**src/rtl/pmem_arbiter_if.sv**
```systemverilog
// Bus bundle between the two L1 caches, the physical-memory arbiter and physical memory.
// The slave modport is the arbiter's view; the master modport is the caches/memory side.
interface pmem_arbiter_if #(
  parameter int ADDR_WIDTH = 16,
  parameter int LINE_WIDTH = 128
);
  // I-cache side
  logic                  i_read;
  logic [ADDR_WIDTH-1:0] i_address;
  logic [LINE_WIDTH-1:0] i_rdata;
  logic                  i_resp;
  // D-cache side
  logic                  d_read;
  logic                  d_write;
  logic [ADDR_WIDTH-1:0] d_address;
  logic [LINE_WIDTH-1:0] d_wdata;
  logic [LINE_WIDTH-1:0] d_rdata;
  logic                  d_resp;
  // Physical memory side
  logic                  pmem_read;
  logic                  pmem_write;
  logic [ADDR_WIDTH-1:0] pmem_address;
  logic [LINE_WIDTH-1:0] pmem_wdata;
  logic [LINE_WIDTH-1:0] pmem_rdata;
  logic                  pmem_resp;

  modport slave (
    input  i_read, i_address, d_read, d_write, d_address, d_wdata, pmem_rdata, pmem_resp,
    output i_rdata, i_resp, d_rdata, d_resp, pmem_read, pmem_write, pmem_address, pmem_wdata
  );

  modport master (
    output i_read, i_address, d_read, d_write, d_address, d_wdata, pmem_rdata, pmem_resp,
    input  i_rdata, i_resp, d_rdata, d_resp, pmem_read, pmem_write, pmem_address, pmem_wdata
  );
endinterface

```
**src/rtl/pmem_arbiter.sv**
```systemverilog
// Physical-memory port arbiter between the I-cache and D-cache of the pipelined LC-3b.
// A granted request is registered onto the pmem bus and held until pmem_resp; the
// response is routed only to the granted cache, followed by one dead RELEASE cycle.
// Optional feature macro PMEM_ARB_ROUND_ROBIN_EN: when both caches contend in IDLE,
// grant the side opposite to the last grant. Without it, D (older MEM stage) wins.
module pmem_arbiter #(
  parameter int ADDR_WIDTH = 16,
  parameter int LINE_WIDTH = 128
) (
  input  logic           clk,
  input  logic           rst_n,
  pmem_arbiter_if.slave  bus
);

  typedef enum logic [1:0] {IDLE, SERVE_I, SERVE_D, RELEASE} state_t;
  typedef enum logic {GRANT_I, GRANT_D} grant_t;

  state_t state;
  grant_t last_grant;
  grant_t next_grant;
  logic   want_d;
  logic   want_i;
  logic   pick_d;

  // Grant decision for the IDLE state and the resulting last_grant value.
  always_comb begin
    want_d = bus.d_read | bus.d_write;
    want_i = bus.i_read;
`ifdef PMEM_ARB_ROUND_ROBIN_EN
    pick_d = want_d & (~want_i | (last_grant == GRANT_I));
`else
    pick_d = want_d;
`endif
    next_grant = last_grant;
    if (pick_d) next_grant = GRANT_D;
    else if (want_i) next_grant = GRANT_I;
  end

  // Arbitration FSM with registered pmem strobes, address and write line.
  always_ff @(posedge clk or negedge rst_n) begin
    if (!rst_n) begin
      state            <= IDLE;
      last_grant       <= GRANT_I;
      bus.pmem_read    <= 1'b0;
      bus.pmem_write   <= 1'b0;
      bus.pmem_address <= {ADDR_WIDTH{1'b0}};
      bus.pmem_wdata   <= {LINE_WIDTH{1'b0}};
    end else begin
      case (state)
        IDLE: begin
          last_grant <= next_grant;
          if (pick_d) begin
            // A simultaneous read and write is issued as a write.
            state            <= SERVE_D;
            bus.pmem_address <= bus.d_address;
            bus.pmem_wdata   <= bus.d_wdata;
            bus.pmem_write   <= bus.d_write;
            bus.pmem_read    <= ~bus.d_write;
          end else if (want_i) begin
            state            <= SERVE_I;
            bus.pmem_address <= bus.i_address;
            bus.pmem_read    <= 1'b1;
            bus.pmem_write   <= 1'b0;
          end
        end
        SERVE_I, SERVE_D: begin
          if (bus.pmem_resp) begin
            state          <= RELEASE;
            bus.pmem_read  <= 1'b0;
            bus.pmem_write <= 1'b0;
          end
        end
        RELEASE: state <= IDLE;
        default: state <= IDLE;
      endcase
    end
  end

  // Completion is steered only to the cache currently being served.
  assign bus.i_resp  = bus.pmem_resp & (state == SERVE_I);
  assign bus.d_resp  = bus.pmem_resp & (state == SERVE_D);
  assign bus.i_rdata = bus.pmem_rdata;
  assign bus.d_rdata = bus.pmem_rdata;

endmodule

```
**src/flat_wrapper.sv**
```systemverilog
// flat-port wrapper written by rule: the top's interface ports become plain ports
module pmem_arbiter_flat 
#(
  parameter int ADDR_WIDTH = 16,
  parameter int LINE_WIDTH = 128
)
  (clk, rst_n, bus_i_read, bus_i_address, bus_d_read, bus_d_write, bus_d_address, bus_d_wdata, bus_pmem_rdata, bus_pmem_resp, bus_i_rdata, bus_i_resp, bus_d_rdata, bus_d_resp, bus_pmem_read, bus_pmem_write, bus_pmem_address, bus_pmem_wdata);
  pmem_arbiter_if #(.ADDR_WIDTH(ADDR_WIDTH), .LINE_WIDTH(LINE_WIDTH)) bus_i ();
  input  logic clk;
  input  logic rst_n;
  input wire logic [$bits(bus_i.i_read)-1:0] bus_i_read;
  input wire logic [$bits(bus_i.i_address)-1:0] bus_i_address;
  input wire logic [$bits(bus_i.d_read)-1:0] bus_d_read;
  input wire logic [$bits(bus_i.d_write)-1:0] bus_d_write;
  input wire logic [$bits(bus_i.d_address)-1:0] bus_d_address;
  input wire logic [$bits(bus_i.d_wdata)-1:0] bus_d_wdata;
  input wire logic [$bits(bus_i.pmem_rdata)-1:0] bus_pmem_rdata;
  input wire logic [$bits(bus_i.pmem_resp)-1:0] bus_pmem_resp;
  output wire logic [$bits(bus_i.i_rdata)-1:0] bus_i_rdata;
  output wire logic [$bits(bus_i.i_resp)-1:0] bus_i_resp;
  output wire logic [$bits(bus_i.d_rdata)-1:0] bus_d_rdata;
  output wire logic [$bits(bus_i.d_resp)-1:0] bus_d_resp;
  output wire logic [$bits(bus_i.pmem_read)-1:0] bus_pmem_read;
  output wire logic [$bits(bus_i.pmem_write)-1:0] bus_pmem_write;
  output wire logic [$bits(bus_i.pmem_address)-1:0] bus_pmem_address;
  output wire logic [$bits(bus_i.pmem_wdata)-1:0] bus_pmem_wdata;
  assign bus_i.i_read = bus_i_read;
  assign bus_i.i_address = bus_i_address;
  assign bus_i.d_read = bus_d_read;
  assign bus_i.d_write = bus_d_write;
  assign bus_i.d_address = bus_d_address;
  assign bus_i.d_wdata = bus_d_wdata;
  assign bus_i.pmem_rdata = bus_pmem_rdata;
  assign bus_i.pmem_resp = bus_pmem_resp;
  assign bus_i_rdata = bus_i.i_rdata;
  assign bus_i_resp = bus_i.i_resp;
  assign bus_d_rdata = bus_i.d_rdata;
  assign bus_d_resp = bus_i.d_resp;
  assign bus_pmem_read = bus_i.pmem_read;
  assign bus_pmem_write = bus_i.pmem_write;
  assign bus_pmem_address = bus_i.pmem_address;
  assign bus_pmem_wdata = bus_i.pmem_wdata;
  pmem_arbiter #(.ADDR_WIDTH(ADDR_WIDTH), .LINE_WIDTH(LINE_WIDTH)) u_core (.clk(clk), .rst_n(rst_n), .bus(bus_i));
endmodule
```
**config.mk**
```make
export PLATFORM = sky130hd
export DESIGN_NAME = pmem_arbiter_flat
export DESIGN_NICKNAME = d
export VERILOG_FILES = /design/src/rtl/pmem_arbiter_if.sv /design/src/rtl/pmem_arbiter.sv /design/src/flat_wrapper.sv
export SDC_FILE = /design/constraint.sdc
export NUM_CORES = 1
export LEC_CHECK = 0
export CAP_MARGIN = 20
export CORE_AREA = 2 2 268 270
export DETAILED_ROUTE_END_ITERATION = 12
export DIE_AREA = 0 0 270 272
export MAX_ROUTING_LAYER = met4
export SLEW_MARGIN = 40
export SYNTH_ARGS = -nofsm -noshare
export SYNTH_HDL_FRONTEND = slang
export SYNTH_SLANG_ARGS = --single-unit
export TNS_END_PERCENT = 20
```
**constraint.sdc**
```tcl
create_clock -name clk -period 2.74 [get_ports clk]
set_input_delay 0.822 -clock clk [delete_from_list [all_inputs] [get_ports clk]]
set_output_delay 0.822 -clock clk [all_outputs]
set_load 0.005 [all_outputs]
```
==> impl_metrics.tcl <==
set metrics [dict create \
    dp_slack_ns -0.0767 \
    critPathCapture "bus_i_resp" \
    r2r-start "u_core.state[0]" \
    portBuffers 313 \
    start_kind "flip-flop" \
    syn_area_um2 7720 \
    fp.dieW_um 270 \
    wl_mm 21.6 \
    arrival_ns 1.76 \
    nets 999 \
    ant_nets 0 \
    status "complete, no violations" \
    initial_core_util_pct 10.9 \
    drc_errors 0 \
    dp_hpwl_mm 16.6 \
    p_sw_share_pct 29.8 \
    vias_per_cell 2.70 \
    cpMaxStageDelayCell "clkdlybuf4s50_1" \
    avgSynthCellArea_um2 12.4 \
    track_usage_pct 6.17 \
    gp_congestion 0.799 \
    wl_per_cell_um 13.0 \
    max-vdd-ir-drop_mv 0.560 \
    clkTransAtPathRegs_ns 0.07 \
    path_depth 4 \
    clock_latency_ns 0.46 \
    dieHeight_um 272 \
    criticalPathCategory "flip-flop to output pin" \
    synth_cell_types 22 \
    crit_path_start "u_core.state[1]" \
    synth-seq-cells 148 \
    stdcell_area_um2 10800 \
    p_switching_w 0.00330 \
    grt_max_degree 66 \
    r2r_setup_slack_ns 0.93 \
    area_delta_synth_final_pct 40.0 \
    antenna_found_initial 2 \
    cp_cell_sequence "inv_2 -> ha_1 -> and2_1 -> clkdlybuf4s50_1" \
    p_leak_nw 4.15 \
    ys_seq_area_share_pct 48.0 \
    grt_pass1_wl_mm 32.0 \
    timing.rr.end "u_core.bus.pmem_wdata[119]" \
    most-common-layout-cells "clkdlybuf4s50_1 (310), dfrtp_1 (148), mux2_1 (102)" \
    rsz0062_at_grt "no" \
    holdWs_ns 0.271 \
    tightest_slew_ns 0.438 \
    hold_path.class "input pin to asynchronous set/reset pin" \
    p_per_area_nw_per_um2 1030 \
    min_period_ns 2.58 \
    finalPower_w 0.0111 \
    drtPass1Iterations 4 \
    grt_pass1_vias 5116 \
    die-area_um2 73400 \
    rr_worst_depth 6 \
    path_buf_inv 2 \
    crit_fanout 4 \
    worstPathRequired_ns 1.92 \
    drive_above_1_share_pct 11.8 \
    rows 98 \
    power_frac_comb_pct 42.0 \
    finalMaxSlewViolations 0 \
    finalClockSkew_ns 0.00965 \
    postPlaceCellArea_um2 10200 \
    cts_setup_buffers 0 \
    postSynthNetCount 924 \
    htreeDepth 4 \
    tritoncts "yes" \
    pin_count 698 \
    synth_cells 625 \
    slew_headroom_pct 70.8 \
    power_frac_clock_pct 22.6 \
    max_freq_mhz 388 \
    pwr-share-seq_pct 35.4 \
    fin_crit_sh_pct 94.2 \
    cap_violations 0 \
    end_kind "output pin" \
    final-setup-viol-count 0 \
    critPathTopFamily "buffers and inverters" \
    internal-power_w 0.00780 \
    clock_sinks 148 \
    crit_path_max_incr_delay_ns 0.50 \
    clock_path_buffers 2 \
    drt_iter0_drc 114 \
    fp.coreArea_um2 70800 \
    grt.overflow.total 0 \
    layout_commonest_cell "clkdlybuf4s50_1" \
    cts_root_buf "clkbuf_16" \
    worst_slack_ns 0.160 \
    route.vias.total 4497 \
    final-hold-violation-count 0 \
    yosysWarnings 0 \
    cts_buffers 17 \
]
[worst reg2reg max path, cell delays in order (launching register included)]
cell     delay, ns
dfrtp_1       0.37
inv_1         0.10
ha_1          0.29
o21ai_4       0.12
buf_12        0.23
buf_12        0.22
mux2_1        0.35
[area by class of cell]
type                            count  area, um2
Multi-Input combinational cell    199       1960
Clock buffer                       18        439
Tap cell                          950       1190
Timing Repair Buffer              331       3340
Clock inverter                     14        168
Inverter                            3       11.3
Antenna cell                        2       5.00
Sequential cell                   148       3700
Fill cell                        7880      59900
[what timing repair did]
item / CTS / global route
hold buffers: 0 / 0
endpoints found under the setup margin: 2 / 1
gates resized for setup: 2 / 1
[power groups by stage]
| stage | Combinational, W | Clock, W | Sequential, W |
|---|---|---|---|
| floorplan | 0.00192 | 0 | 0.00397 |
| global placement | 0.00468 | 0 | 0.00393 |
| detailed placement | 0.00476 | 0 | 0.00398 |
| CTS | 0.00478 | 0.00267 | 0.00396 |
| global route | 0.00503 | 0.00275 | 0.00409 |
| finish | 0.00467 | 0.00251 | 0.00393 |
[routing by layer]
| metal | track usage [%] | vias to the layer above | part of all wire (%) |
|---|---|---|---|
| met4 | 5.60 | 0 | 7.3 |
| met5 | - | - | 0 |
| met2 | 9.04 | 325 | 46 |
| li1 | - | 1963 | - |
| met3 | 3.66 | 112 | 13 |
| met1 | 5.64 | 2097 | 34 |
[state kept, by name (all words and copies together), names as in the netlist]
name                     cells
u_core.bus.pmem_write        1
u_core.bus.pmem_wdata      128
u_core.bus.pmem_address     16
u_core.bus.pmem_read         1
u_core.state                 2
[synth_stat cells]
cell type,count,area (um2)
a21oi_1,1,5.00
and2_1,2,12.5
buf_2,2,10.0
buf_4,268,2010
buf_6,4,45.0
clkbuf_1,1,3.75
dfrtp_1,148,3700
ha_1,5,62.6
inv_1,3,11.3
mux2_1,102,1150
mux2_2,28,315
mux2i_1,18,180
nand2_1,16,60.1
nor2_1,3,11.3
nor2_4,1,11.3
nor2b_1,1,6.26
nor3_1,1,5.00
nor4b_1,1,8.76
o21ai_0,15,75.1
o21ai_1,3,15.0
o31ai_2,1,12.5
or3b_2,1,8.76
[per-stage QoR]
| stage | cells | util [%] | TNS [ns] |
|---|---|---|---|
| global placement | 1631 | 14.4 | -0.116 |
| floorplan | 625 | - | 0 |
| global route | 1665 | 15.3 | 0 |
| finish | 1665 | 15.3 | 0 |
| CTS | 1663 | 15.3 | 0 |
| detailed placement | 1631 | 14.4 | -0.126 |
[cell families (layout without fill, tap and decap cells)]
kind of cell / after synthesis / count (layout) / share of synthesized area [%]
buf+inv: 278 / 366 / 27.0
simple gates: 26 / 26 / 1.60
other cells: 0 / 2 / 0
mux: 148 / 148 / 21.3
fa+ha+maj: 5 / 5 / 0.810
flops: 148 / 148 / 48.0
compound gates: 20 / 20 / 1.39
[how the worst min path moves through the flow]
stage / from / end / slack, ns / depth (start not counted)
6_report: rst_n / u_core.bus.pmem_wdata[38] / 0.27 / 1
5_1_grt: rst_n / u_core.bus.pmem_wdata[38] / 0.27 / 1
4_1_cts: rst_n / u_core.bus.pmem_wdata[38] / 0.23 / 1
3_5_place_dp: u_core.bus.pmem_address[0] / u_core.bus.pmem_address[0] / 0.47 / 2
3_3_place_gp: u_core.bus.pmem_address[13] / u_core.bus.pmem_address[13] / 0.47 / 2
2_1_floorplan: u_core.bus.pmem_address[0] / u_core.bus.pmem_address[0] / 0.47 / 2
Note: power is estimated with default switching activity, not from simulation.
==> RTL change, RTL diff (same settings) <==
`LINE_WIDTH` is set to 128 in 3 places; all go to 64.
--- a/src/rtl/pmem_arbiter_if.sv
+++ b/src/rtl/pmem_arbiter_if.sv
@@ -3,5 +3,5 @@
 interface pmem_arbiter_if #(
   parameter int ADDR_WIDTH = 16,
-  parameter int LINE_WIDTH = 128
+  parameter int LINE_WIDTH = 64
 );
   // I-cache side
--- a/src/rtl/pmem_arbiter.sv
+++ b/src/rtl/pmem_arbiter.sv
@@ -6,5 +6,5 @@
 module pmem_arbiter #(
   parameter int ADDR_WIDTH = 16,
-  parameter int LINE_WIDTH = 128
+  parameter int LINE_WIDTH = 64
 ) (
   input  logic           clk,
--- a/src/flat_wrapper.sv
+++ b/src/flat_wrapper.sv
@@ -3,5 +3,5 @@
 #(
   parameter int ADDR_WIDTH = 16,
-  parameter int LINE_WIDTH = 128
+  parameter int LINE_WIDTH = 64
 )
   (clk, rst_n, bus_i_read, bus_i_address, bus_d_read, bus_d_write, bus_d_address, bus_d_wdata, bus_pmem_rdata, bus_pmem_resp, bus_i_rdata, bus_i_resp, bus_d_rdata, bus_d_resp, bus_pmem_read, bus_pmem_write, bus_pmem_address, bus_pmem_wdata);
Interface: changed (5 resized); port bits go from 698 to 378. No check against the original RTL was run, so the function may have changed too.
==> RTL change against the unedited design <==
Wire length is 44% lower; total power is 42% lower; maximum frequency increased by 2.5%; area after synthesis decreased by 43%; synthesized cell count down 42%; final area fell by 37%; via count down 40%; setup slack better by 0.064 ns; first-iteration DRC count decreased by 78%; register-to-register slack got worse by 0.08 ns; sequential cell count down 64; largest cell class unchanged.
==> RTL change: results (changes against the unedited design) <==
| Metric | Value |
|---|---|
| Lkg Pwr | 2.44 nW (-41%) |
| Vias in the first global route | 2970 (-42%) |
| Global-route wire length before repair | 17700 um (-45%) |
| Status | completed |
| Pwr Density | 943 nW/um2 (-8.2%) |
| GPL Wtd Cong | 0.726 (-9.2%) |
| Worst Max-Slew Pin Slew | 0.557 ns (+0.118 ns) |
| Ant. Diodes | 0 (-2) |
| Worst EP arrival | 1.69 ns (-0.07 ns) |
| Skew final | 0.0161 ns (+0.00642 ns) |
| Critical path capture point | bus_d_resp |
| Total power | 6.45 mW (-42%) |
| Reported net switching power | 1.85 mW (-44%) |
| Multi-input gates | 135 (-32%) |
| Regs by FF count | u_core.bus.pmem_wdata (64), u_core.bus.pmem_address (16), u_core.state (2) |
| Setup Slack @ Placement | -0.00968 ns (+0.0671 ns) |
| # fillers | 8152 (+3.5%) |
| Met2 Use GR | 4.90% (-4.1 points) |
| Worst vdd ir | 0.369 mV (-34%) |
| GRT Overall Usage | 3.51% (-2.7 points) |
| Vias per cell | 1.94 (-28%) |
| Buffers on Ports | 185 (-41%) |
| Post-Syn Instances | 361 (-42%) |
| Register area | 2100 um2 (-43%) |
| Syn Area/Cell | 12.2 um2 (-1.2%) |
| Most frequent cells after synthesis | buf_4, dfrtp_1, mux2_2 |
| Largest net degree at the start of global routing | 49 (-26%) |
| P_comb | 2.79 mW (-40%) |
| Final #Nets | 599 (-40%) |
| Mux cell area share after synthesis | 21.0% (-0.33 points) |
## RTL change: cell types whose count changed in the layout (fill, tap and decap cells not counted), moves of 3 or more
cell             delta
inv_6               -6
clkbuf_16           -8
mux2_2             +31
buf_12              -3
dfrtp_1            -64
buf_4               -4
mux2_1             -95
clkdlybuf4s50_1   -128
## RTL change: cells by family (layout without fill, tap and decap cells)
group	Yosys count	after routing
multiplexers	84	84
AND/OR/NAND/NOR	26	26
adder cells (fa/ha/maj)	5	5
AO/OA/AOI/OAI	20	20
flip-flops	84	84
buffers and inverters	142	214
## RTL change: routing by layer
metal	wire (um)	share of wire (%)
met5	0	0
met2	5200	43
met3	1530	13
met4	776	6.4
met1	4540	38
## RTL change: timing repair
item	in CTS	in global routing
endpoints found under the setup margin	2	0
hold buffers	0	0
setup buffers	0	0
resized for setup	2	0
